`src/rtl/approx_mul_err_sweeper_pkg.sv`:
```
// Shared types and width helpers for the approximate-multiplier error sweeper.
// Statistic widths are derived from the operand width so no count can overflow.
package approx_mul_sweep_pkg;

  localparam int W_DEFAULT = 2;

  typedef enum logic [1:0] {
    IDLE  = 2'd0,
    RUN   = 2'd1,
    DRAIN = 2'd2,
    FIN   = 2'd3
  } state_e;

  // Vector-count width: must hold 2**(2w), the full vector count.
  function automatic int calc_cw(input int w);
    return 2 * w + 1;
  endfunction

  // Error-sum width: must hold 2**(2w) * (2**(2w) - 1).
  function automatic int calc_sw(input int w);
    return 4 * w;
  endfunction

endpackage

```
`src/rtl/approx_mul_err_sweeper_mul_err_unit.sv`:
```
// Per-vector error evaluation: absolute product error, nonzero flag and
// threshold violation flag. Purely combinational, used in pipeline stage 2.
module mul_err_unit #(
  parameter int PW = 4
) (
  input  logic [PW-1:0] i_p,
  input  logic [PW-1:0] i_exact,
  input  logic [PW-1:0] i_et,
  output logic [PW-1:0] o_e,
  output logic          o_nz,
  output logic          o_viol
);

  // Subtract in the order that cannot underflow.
  assign o_e    = (i_p >= i_exact) ? (i_p - i_exact) : (i_exact - i_p);
  assign o_nz   = |o_e;
  assign o_viol = (o_e > i_et);

endmodule

```
`src/rtl/approx_mul_err_sweeper.sv`:
```
// Exhaustive sweep controller for an external combinational approximate
// multiplier; accumulates max/count/violation/sum error statistics.
module approx_mul_err_sweeper
  import approx_mul_sweep_pkg::*;
#(
  parameter int W = W_DEFAULT
) (
  input  logic                   clk,
  input  logic                   rst_n,
  input  logic                   start,
  input  logic                   abort,
  input  logic [2*W-1:0]         et,
  output logic [W-1:0]           dut_a,
  output logic [W-1:0]           dut_b,
  input  logic [2*W-1:0]         dut_p,
  output logic                   busy,
  output logic                   done,
  output logic [2*W-1:0]         max_err,
  output logic [calc_cw(W)-1:0]  err_cnt,
  output logic [calc_cw(W)-1:0]  viol_cnt,
  output logic [calc_sw(W)-1:0]  err_sum,
  output logic                   pass
);

  localparam int NV = 2 ** (2 * W);
  localparam int CW = calc_cw(W);
  localparam int SW = calc_sw(W);
  localparam int PW = 2 * W;

  localparam logic [1:0] S_IDLE  = IDLE;
  localparam logic [1:0] S_RUN   = RUN;
  localparam logic [1:0] S_DRAIN = DRAIN;
  localparam logic [1:0] S_FIN   = FIN;

  localparam logic [PW-1:0] LAST_VEC = PW'(NV - 1);

  // NOTE: assertion is asynchronous, release is re-timed to clk so every
  // flop leaves reset on the same edge regardless of when rst_n rises.
  logic [1:0] r_rst_sync;
  logic       w_rst_n;

  always_ff @(posedge clk or negedge rst_n) begin
    if (!rst_n) r_rst_sync <= 2'b00;
    else        r_rst_sync <= {r_rst_sync[0], 1'b1};
  end

  assign w_rst_n = r_rst_sync[1];

  logic [1:0]    r_state;
  logic [PW-1:0] r_vec;
  logic [PW-1:0] r_et;
  logic          r_s1_valid;
  logic [PW-1:0] r_s1_p;
  logic [PW-1:0] r_s1_exact;
  logic          r_busy;
  logic          r_done;
  logic          r_pass;
  logic [PW-1:0] r_max_err;
  logic [CW-1:0] r_err_cnt;
  logic [CW-1:0] r_viol_cnt;
  logic [SW-1:0] r_err_sum;

  logic [PW-1:0] w_exact;
  logic [PW-1:0] w_e;
  logic          w_nz;
  logic          w_viol;

  assign dut_a   = r_vec[PW-1:W];
  assign dut_b   = r_vec[W-1:0];
  assign w_exact = PW'(dut_a) * PW'(dut_b);

  mul_err_unit #(.PW(PW)) u_err (
    .i_p     (r_s1_p),
    .i_exact (r_s1_exact),
    .i_et    (r_et),
    .o_e     (w_e),
    .o_nz    (w_nz),
    .o_viol  (w_viol)
  );

  // NOTE: all state updates use non-blocking assignment so stage 2 sees the
  // stage-1 values captured on the previous edge, not this one.
  always_ff @(posedge clk or negedge w_rst_n) begin
    if (!w_rst_n) begin
      r_state    <= S_IDLE;
      r_vec      <= '0;
      r_et       <= '0;
      r_s1_valid <= 1'b0;
      r_s1_p     <= '0;
      r_s1_exact <= '0;
      r_busy     <= 1'b0;
      r_done     <= 1'b0;
      r_pass     <= 1'b0;
      r_max_err  <= '0;
      r_err_cnt  <= '0;
      r_viol_cnt <= '0;
      r_err_sum  <= '0;
    end else begin
      r_done     <= 1'b0;
      r_s1_valid <= 1'b0;

      if (r_s1_valid) begin
        if (w_e > r_max_err) r_max_err <= w_e;
        r_err_cnt  <= r_err_cnt + CW'(w_nz);
        r_viol_cnt <= r_viol_cnt + CW'(w_viol);
        r_err_sum  <= r_err_sum + SW'(w_e);
      end

      case (r_state)
        S_IDLE: begin
          if (start) begin
            r_state    <= S_RUN;
            r_et       <= et;
            r_vec      <= '0;
            r_busy     <= 1'b1;
            r_pass     <= 1'b0;
            r_max_err  <= '0;
            r_err_cnt  <= '0;
            r_viol_cnt <= '0;
            r_err_sum  <= '0;
          end
        end
        S_RUN: begin
          if (abort) begin
            r_state <= S_IDLE;
            r_busy  <= 1'b0;
            r_pass  <= 1'b0;
          end else begin
            r_s1_p     <= dut_p;
            r_s1_exact <= w_exact;
            r_s1_valid <= 1'b1;
            r_vec      <= r_vec + PW'(1);
            if (r_vec == LAST_VEC) r_state <= S_DRAIN;
          end
        end
        S_DRAIN: begin
          if (abort) begin
            r_state <= S_IDLE;
            r_busy  <= 1'b0;
            r_pass  <= 1'b0;
          end else begin
            r_state <= S_FIN;
          end
        end
        S_FIN: begin
          // Stage 2 has fully drained, so viol_cnt is final here.
          r_state <= S_IDLE;
          r_done  <= 1'b1;
          r_busy  <= 1'b0;
          r_pass  <= (r_viol_cnt == '0);
        end
        default: r_state <= S_IDLE;
      endcase
    end
  end

  assign busy     = r_busy;
  assign done     = r_done;
  assign pass     = r_pass;
  assign max_err  = r_max_err;
  assign err_cnt  = r_err_cnt;
  assign viol_cnt = r_viol_cnt;
  assign err_sum  = r_err_sum;

endmodule

```
`config.mk`:
```
export PLATFORM = sky130hd
export DESIGN_NAME = approx_mul_err_sweeper
export DESIGN_NICKNAME = d
export VERILOG_FILES = /design/src/rtl/approx_mul_err_sweeper_pkg.sv /design/src/rtl/approx_mul_err_sweeper_mul_err_unit.sv /design/src/rtl/approx_mul_err_sweeper.sv
export SDC_FILE = /design/constraint.sdc
export NUM_CORES = 1
export LEC_CHECK = 0
export CAP_MARGIN = 10
export CORE_ASPECT_RATIO = 0.7
export CORE_MARGIN = 2
export CORE_UTILIZATION = 40
export CTS_CLUSTER_SIZE = 40
export DETAILED_ROUTE_END_ITERATION = 8
export PLACE_DENSITY = 0.66
export RECOVER_POWER = 100
export SLEW_MARGIN = 10
export SYNTH_ARGS = -nofsm -noshare
export SYNTH_HDL_FRONTEND = slang
export SYNTH_HIERARCHICAL = 1
export SYNTH_SLANG_ARGS = --single-unit
```
`constraint.sdc`:
```
create_clock -name clk -period 3.18 [get_ports clk]
set_clock_uncertainty 0.2 [all_clocks]
set_input_delay 0.636 -clock clk [delete_from_list [all_inputs] [get_ports clk]]
set_output_delay 0.636 -clock clk [all_outputs]
set_load 0.01 [all_outputs]
```
== After elaboration in Yosys (flattened, before gate mapping) ==
Index checks and enable logic that the tools add are counted.
Storage, ports and cells
  bits in registers: 46
  latch bits: 0
  bits in writable memories: 0
  memory bits (read-only): 0
  word-level logic and storage cells: 73
  memories kept: 0
Cells by class
  add/subtract/negate cells: 6
  multipliers: 1
  div/mod/pow operators: 0
  order comparisons: 3
  equality and inequality tests: 8
  shift operators: 0
  mux-type cells: 30
  bitwise gates (word level): 1
  reductions and logical operators: 10
Operator list (number)
  5-bit two-way mux: 6
  4-bit two-way mux: 7
  8-bit two-way mux: 3
  5-bit by 1-bit adder with 5-bit output: 2
  8-bit by 4-bit adder with 8-bit output: 1
  4-bit > comparator: 2
  2-bit two-way mux: 4
  2-bit one-hot mux with 4 select lines: 1
  4-bit one-hot mux with 2 select lines: 1
  2-bit AND reduction: 4
  4-bit subtractor: 2
  1-bit two-way mux: 6
  1-bit one-hot mux with 3 select lines: 2
  5-bit zero test: 1
  4-bit by 1-bit adder with 4-bit output (second input constant): 1
  2-bit == test (second input constant): 2
  4-bit == test (second input constant): 1
  4-bit greater-or-equal comparator: 1
  2-bit by 2-bit multiplier with 4-bit output: 1
  2-bit inequality test (second input constant): 2
  4-bit OR reduction: 1
  3-bit inequality test (second input constant): 1
  3-bit AND reduction: 1
  2-bit by 1-bit == test with 1-bit output (second input constant): 1
  other kinds (5): 5

== Logic depth before layout (Yosys ltp) ==
Gate-level depths: netlist (run 1).
  depth in word-level cells: 7
  gate-level depth with buffers: 17

== Cells and area by module ==
The synthesis (run 1) kept the hierarchy.
Modules (own cells, without submodules)
  approx_mul_err_sweeper: instances 1, cells each 215, area an instance 2322.2 um^2, seq. area each 1151.1 um^2
  mul_err_unit: instances 1, cells each 62, area an instance 484.2 um^2, seq. area each 0.0 um^2

== Worst setup path before layout (run 1) ==
OpenSTA, ideal clock, no wires.
  path type: register to register
  start: reg r_s1_p[0]
  end: reg r_viol_cnt[4], in the netlist viol_cnt[4]
  setup time: 0.132 ns
  arrival time: 3.250 ns
  required time: 2.848 ns
  slack: -0.402 ns
  stages on the path, launching flop included: 18
  path buffers: 0
  clock period less this slack: 3.582 ns
  path through: dfrtp_1 inv_1 ha_1 inv_1 fa_1 a211oi_1 nor2_1 o311ai_2 ha_1 nor2b_1 o21a_1 o21a_1 o21a_1 ha_1 ha_1 nand4_1 xor2_1 nor2_1
On the way
  longest elaborated chain between the ends: 7
  elaborated cells between the ends (all ways): 9
  classes of those cells: 3 x add/sub; 2 x order compare; 4 x mux
RTL lines
  start: declaration: line approx_mul_err_sweeper.sv:53  | logic [PW-1:0] r_s1_p;
  start signal: assignment: line approx_mul_err_sweeper.sv:129  | r_s1_p <= dut_p;
  4-bit subtractor / 4-bit greater-or-equal comparator (equally long branches): line approx_mul_err_sweeper_mul_err_unit.sv:15  | assign o_e = (i_p >= i_exact) ? (i_p - i_exact) : (i_exact - i_p);
  4-bit two-way mux *: line approx_mul_err_sweeper_mul_err_unit.sv:15
  net w_e[1]: line approx_mul_err_sweeper.sv:64  | logic [PW-1:0] w_e;
  4-bit > comparator *: line approx_mul_err_sweeper_mul_err_unit.sv:17  | assign o_viol = (o_e > i_et);
  net w_viol: line approx_mul_err_sweeper.sv:66  | logic w_viol;
  5-bit by 1-bit adder with 5-bit output *: line approx_mul_err_sweeper.sv:105  | r_viol_cnt <= r_viol_cnt + CW'(w_viol);
  5-bit two-way mux *: line approx_mul_err_sweeper.sv:102  | if (r_s1_valid) begin
  5-bit two-way mux: line approx_mul_err_sweeper.sv:111  | if (start) begin
  5-bit two-way mux *: line approx_mul_err_sweeper.sv:109  | case (r_state)
  end signal: assignment: line approx_mul_err_sweeper.sv:105
  end: declaration: line approx_mul_err_sweeper.sv:60  | logic [CW-1:0] r_viol_cnt;
Mark *: on every way through the listed nets, which the timed path passes. The rest lies on a longest branch.
A chain may end at the register's enable or synchronous reset.

== Final worst setup path (run 1) ==
Same ends and word-level chain as after synthesis.

==> results_dict.tcl, run 1 <==
set metrics [dict create \
    nFillCells 632 \
    drt_iter0_drc 91 \
    dr_total_vias 2230 \
    io_pins 41 \
    cap_viol_max_count 1 \
    rsz0062_at_grt "true" \
    hpwlAfterDp_microns 4480 \
    grt_pass1_wl_microns 9990 \
    worst_pin_slew_ps 1820 \
    core-area_sq_mm 0.00676 \
    mostFrequentLayoutCell "dfrtp_1" \
    dieWidth_microns 104 \
    fmax_ghz 0.294 \
    portBuffers 40 \
    synth-seq-cells 46 \
    cp-end-kind "flip-flop" \
    reg2reg_depth 17 \
    mostFrequentLayoutCells "46 x dfrtp_1, 31 x dlygate4sd3_1, 29 x nand2_1" \
    setup_viol 7 \
    power_w 0.00384 \
    slew_violations 45 \
    synth_flop_cell "dfrtp_1" \
    crit_fanout 3 \
    power_frac_seq_pct 24.5 \
    routedWlPerCell_microns 13.8 \
    syn_nets 323 \
    max-slew-margin-rel_pct -21.5 \
    crit_type "reg2reg" \
    gr-total-overflow 0 \
    syn_avg_cell_area_sq_um 10.1 \
    status "finished, violations left" \
    wirelength_microns 5980 \
    start_util_pct 41.5 \
    drive_above_1_share_pct 15.0 \
    swShare_pct 41.6 \
    synth_area_leaders "dfrtp_1 41%, ha_1 14%, mux2i_1 3.9%, nand2_1 3.9%, inv_1 3.2%" \
    synth_top_area_cell "dfrtp_1" \
    clkPwrFrac_pct 11.3 \
    min_delay_path_depth 0 \
    antenna_found_initial 0 \
    clockRootBuffer "clkbuf_8" \
    die_y_microns 74.1 \
    p_int_w 0.00224 \
    postCtsHoldBufs 0 \
    hold_violations 0 \
    drc 0 \
    ys_seq_area_share_pct 41.0 \
    whs_ps 153 \
    clock_latency_ps 300 \
    clkTransAtPathRegs_ps 90 \
    synth_cell_type_count 50 \
    num_rows 25 \
    synthCells 277 \
    critPathArrivalTime_ps 3400 \
    min_period_over_period_pct 107 \
    grt_max_degree 45 \
    pwr-share-comb_pct 64.2 \
    synthToLayoutAreaGrowth_pct 31.4 \
    p_switching_w 0.00160 \
    yosys_warnings 6 \
    dr.pass1.iters 4 \
    cts_buffers 5 \
    dieArea_sq_mm 0.00771 \
    violations "max-capacitance violations, max-slew violations, negative setup slack" \
    finalWorstSetupSlack_ps -222 \
    antennaDiodeCount 0 \
    cts_max_level 2 \
    clock-sinks 46 \
    cts_tree "done" \
    place_congestion 0.778 \
    crit_required_ps 3180 \
    viasPerCell 5.14 \
    powerDensity_mw_per_mm2 1040 \
    postRouteAntennaNets 0 \
    cts_buffer_depth 2 \
    min_period_ps 3400 \
    async_reset_ff_share_pct 100 \
    peakVddDrop_v 0.000437 \
    grt_pass1_vias 2098 \
    final_nets 385 \
    track_usage_pct 16.1 \
    min_path_type "reg2reg" \
    synth_edf_count 0 \
    yosysTopAreaCellShare_pct 41.0 \
    critPathLaunchType "flip-flop" \
    p_leak_nw 1.77 \
    synth_area_sq_mm 0.00281 \
]
-- sequential cells by signal (all words and copies together), names as in the netlist --
name / flops
done: 1
r_state: 2
r_s1_exact: 4
r_vec: 4
err_sum: 8
r_s1_p: 4
max_err: 4
r_et: 4
r_rst_sync: 2
r_s1_valid: 1
pass: 1
busy: 1
err_cnt: 5
viol_cnt: 5
-- routing by layer --
layer | wire length, microns | part of all wire [%] | track usage (%) | vias up
met1 | 3050 | 51 | 23.3 | 1076
met5 | 0 | 0 | 0 | -
met3 | 244 | 4.1 | 3.16 | 3
li1 | - | - | - | 1100
met4 | 21 | 0.35 | 3.60 | 0
met2 | 2670 | 45 | 25.2 | 51
-- metrics by stage --
step | worst slack [ps] | std cells | TNS (ps) | instance area, sq um | utilization (%)
finish | -222 | 434 | -887 | 3690 | 54.6
global route | -388 | 434 | -2270 | 3690 | 54.6
CTS | -220 | 432 | -715 | 3580 | 53.1
detailed placement | -264 | 422 | -931 | 3440 | 50.9
global placement | -153 | 422 | -419 | 3440 | 50.9
floorplan | -205 | 277 | -611 | 2830 | -
-- cells by family (layout without fill, tap and decap cells) --
| family | Yosys count | after routing | synth area share [%] |
|---|---|---|---|
| buffers and inverters | 32 | 95 | 4.86 |
| AOI/OAI and AO/OA | 55 | 55 | 13.8 |
| and+or+nand+nor | 82 | 82 | 14.5 |
| xor gates and xnor gates | 7 | 7 | 2.18 |
| DFF | 46 | 46 | 41.0 |
| other | 1 | 1 | 0.134 |
| adders and majority gates | 34 | 34 | 16.0 |
| muxes | 20 | 20 | 7.53 |
-- worst max-delay path: stages, from the launching register on --
cell,delay [ps]
dfrtp_1,380
inv_1,60
ha_2,190
inv_2,40
fa_2,360
a211oi_2,190
nor2_2,70
o311ai_4,280
ha_1,290
nor2b_4,130
o21a_1,160
o21a_1,160
o21a_1,190
ha_4,170
ha_4,150
nand4_1,90
xor2_1,140
nor2_1,50
-- synthesized netlist by cell type, types with 4 or more instances --
cell type	number
dfrtp_1	46
ha_1	31
nand2_1	29
inv_1	24
nor2_1	17
a21oi_1	11
mux2i_1	11
o21ai_0	10
mux2_1	8
nand4_1	8
xor2_1	6
a21o_1	5
a22o_1	4
and2_1	4
nand3_1	4
or3_1	4
-- final cells by class --
cell class | instances | area (sq um) | share of cell area (%)
sequential | 46 | 1150 | 31.2
clock buffer | 7 | 76.3 | 2.07
multi-input combinational | 199 | 1650 | 44.6
tap | 94 | 118 | 3.19
clock inverter | 1 | 30.0 | 0.814
inverter | 25 | 93.8 | 2.54
timing repair buffer | 62 | 573 | 15.5
-- power groups by stage --
stage / clock, W / sequential [W] / combinational, W
after floorplan: 0 / 0.000946 / 0.00147
after global placement: 0 / 0.000945 / 0.00216
after detailed placement: 0 / 0.000950 / 0.00222
after CTS: 0.000447 / 0.000943 / 0.00227
after global routing: 0.000467 / 0.000969 / 0.00274
final: 0.000436 / 0.000939 / 0.00246
-- path summary, 6_finish.rpt --
| kind | slack, ps | startpoint | end |
|---|---|---|---|
| worst max register to register | -220 | r_s1_p[0]$_DFFE_PN0P_ | viol_cnt[4]$_DFF_PN0_ |
| worst min register to register | 150 | r_rst_sync[0]$_DFF_PN0_ | r_rst_sync[1]$_DFF_PN0_ |
| max in group asynchronous | 1160 | r_rst_sync[1]$_DFF_PN0_ | r_et[1]$_DFFE_PN0P_ |
| worst max-delay path | -220 | r_s1_p[0]$_DFFE_PN0P_ | viol_cnt[4]$_DFF_PN0_ |
| worst min-delay path | 150 | r_rst_sync[0]$_DFF_PN0_ | r_rst_sync[1]$_DFF_PN0_ |
| min in group asynchronous | 360 | rst_n | r_rst_sync[0]$_DFF_PN0_ |
-- what timing repair did --
action | 4_1_cts | 5_1_grt
setup buffers | 2 | 2
pin swaps | 6 | 13
gates resized for setup | 5 | 17
setup endpoints to repair | 13 | 14
cloned | 0 | 0
Note: power is estimated with default switching activity, not from simulation.
==> run 2: changes to the inputs <==
- CTS_CLUSTER_SIZE: 40 -> not set
- HOLD_SLACK_MARGIN: not set -> 0.03
==> results of run 2 <==
Final layout, timing and power as in run 1 (identical DEF).
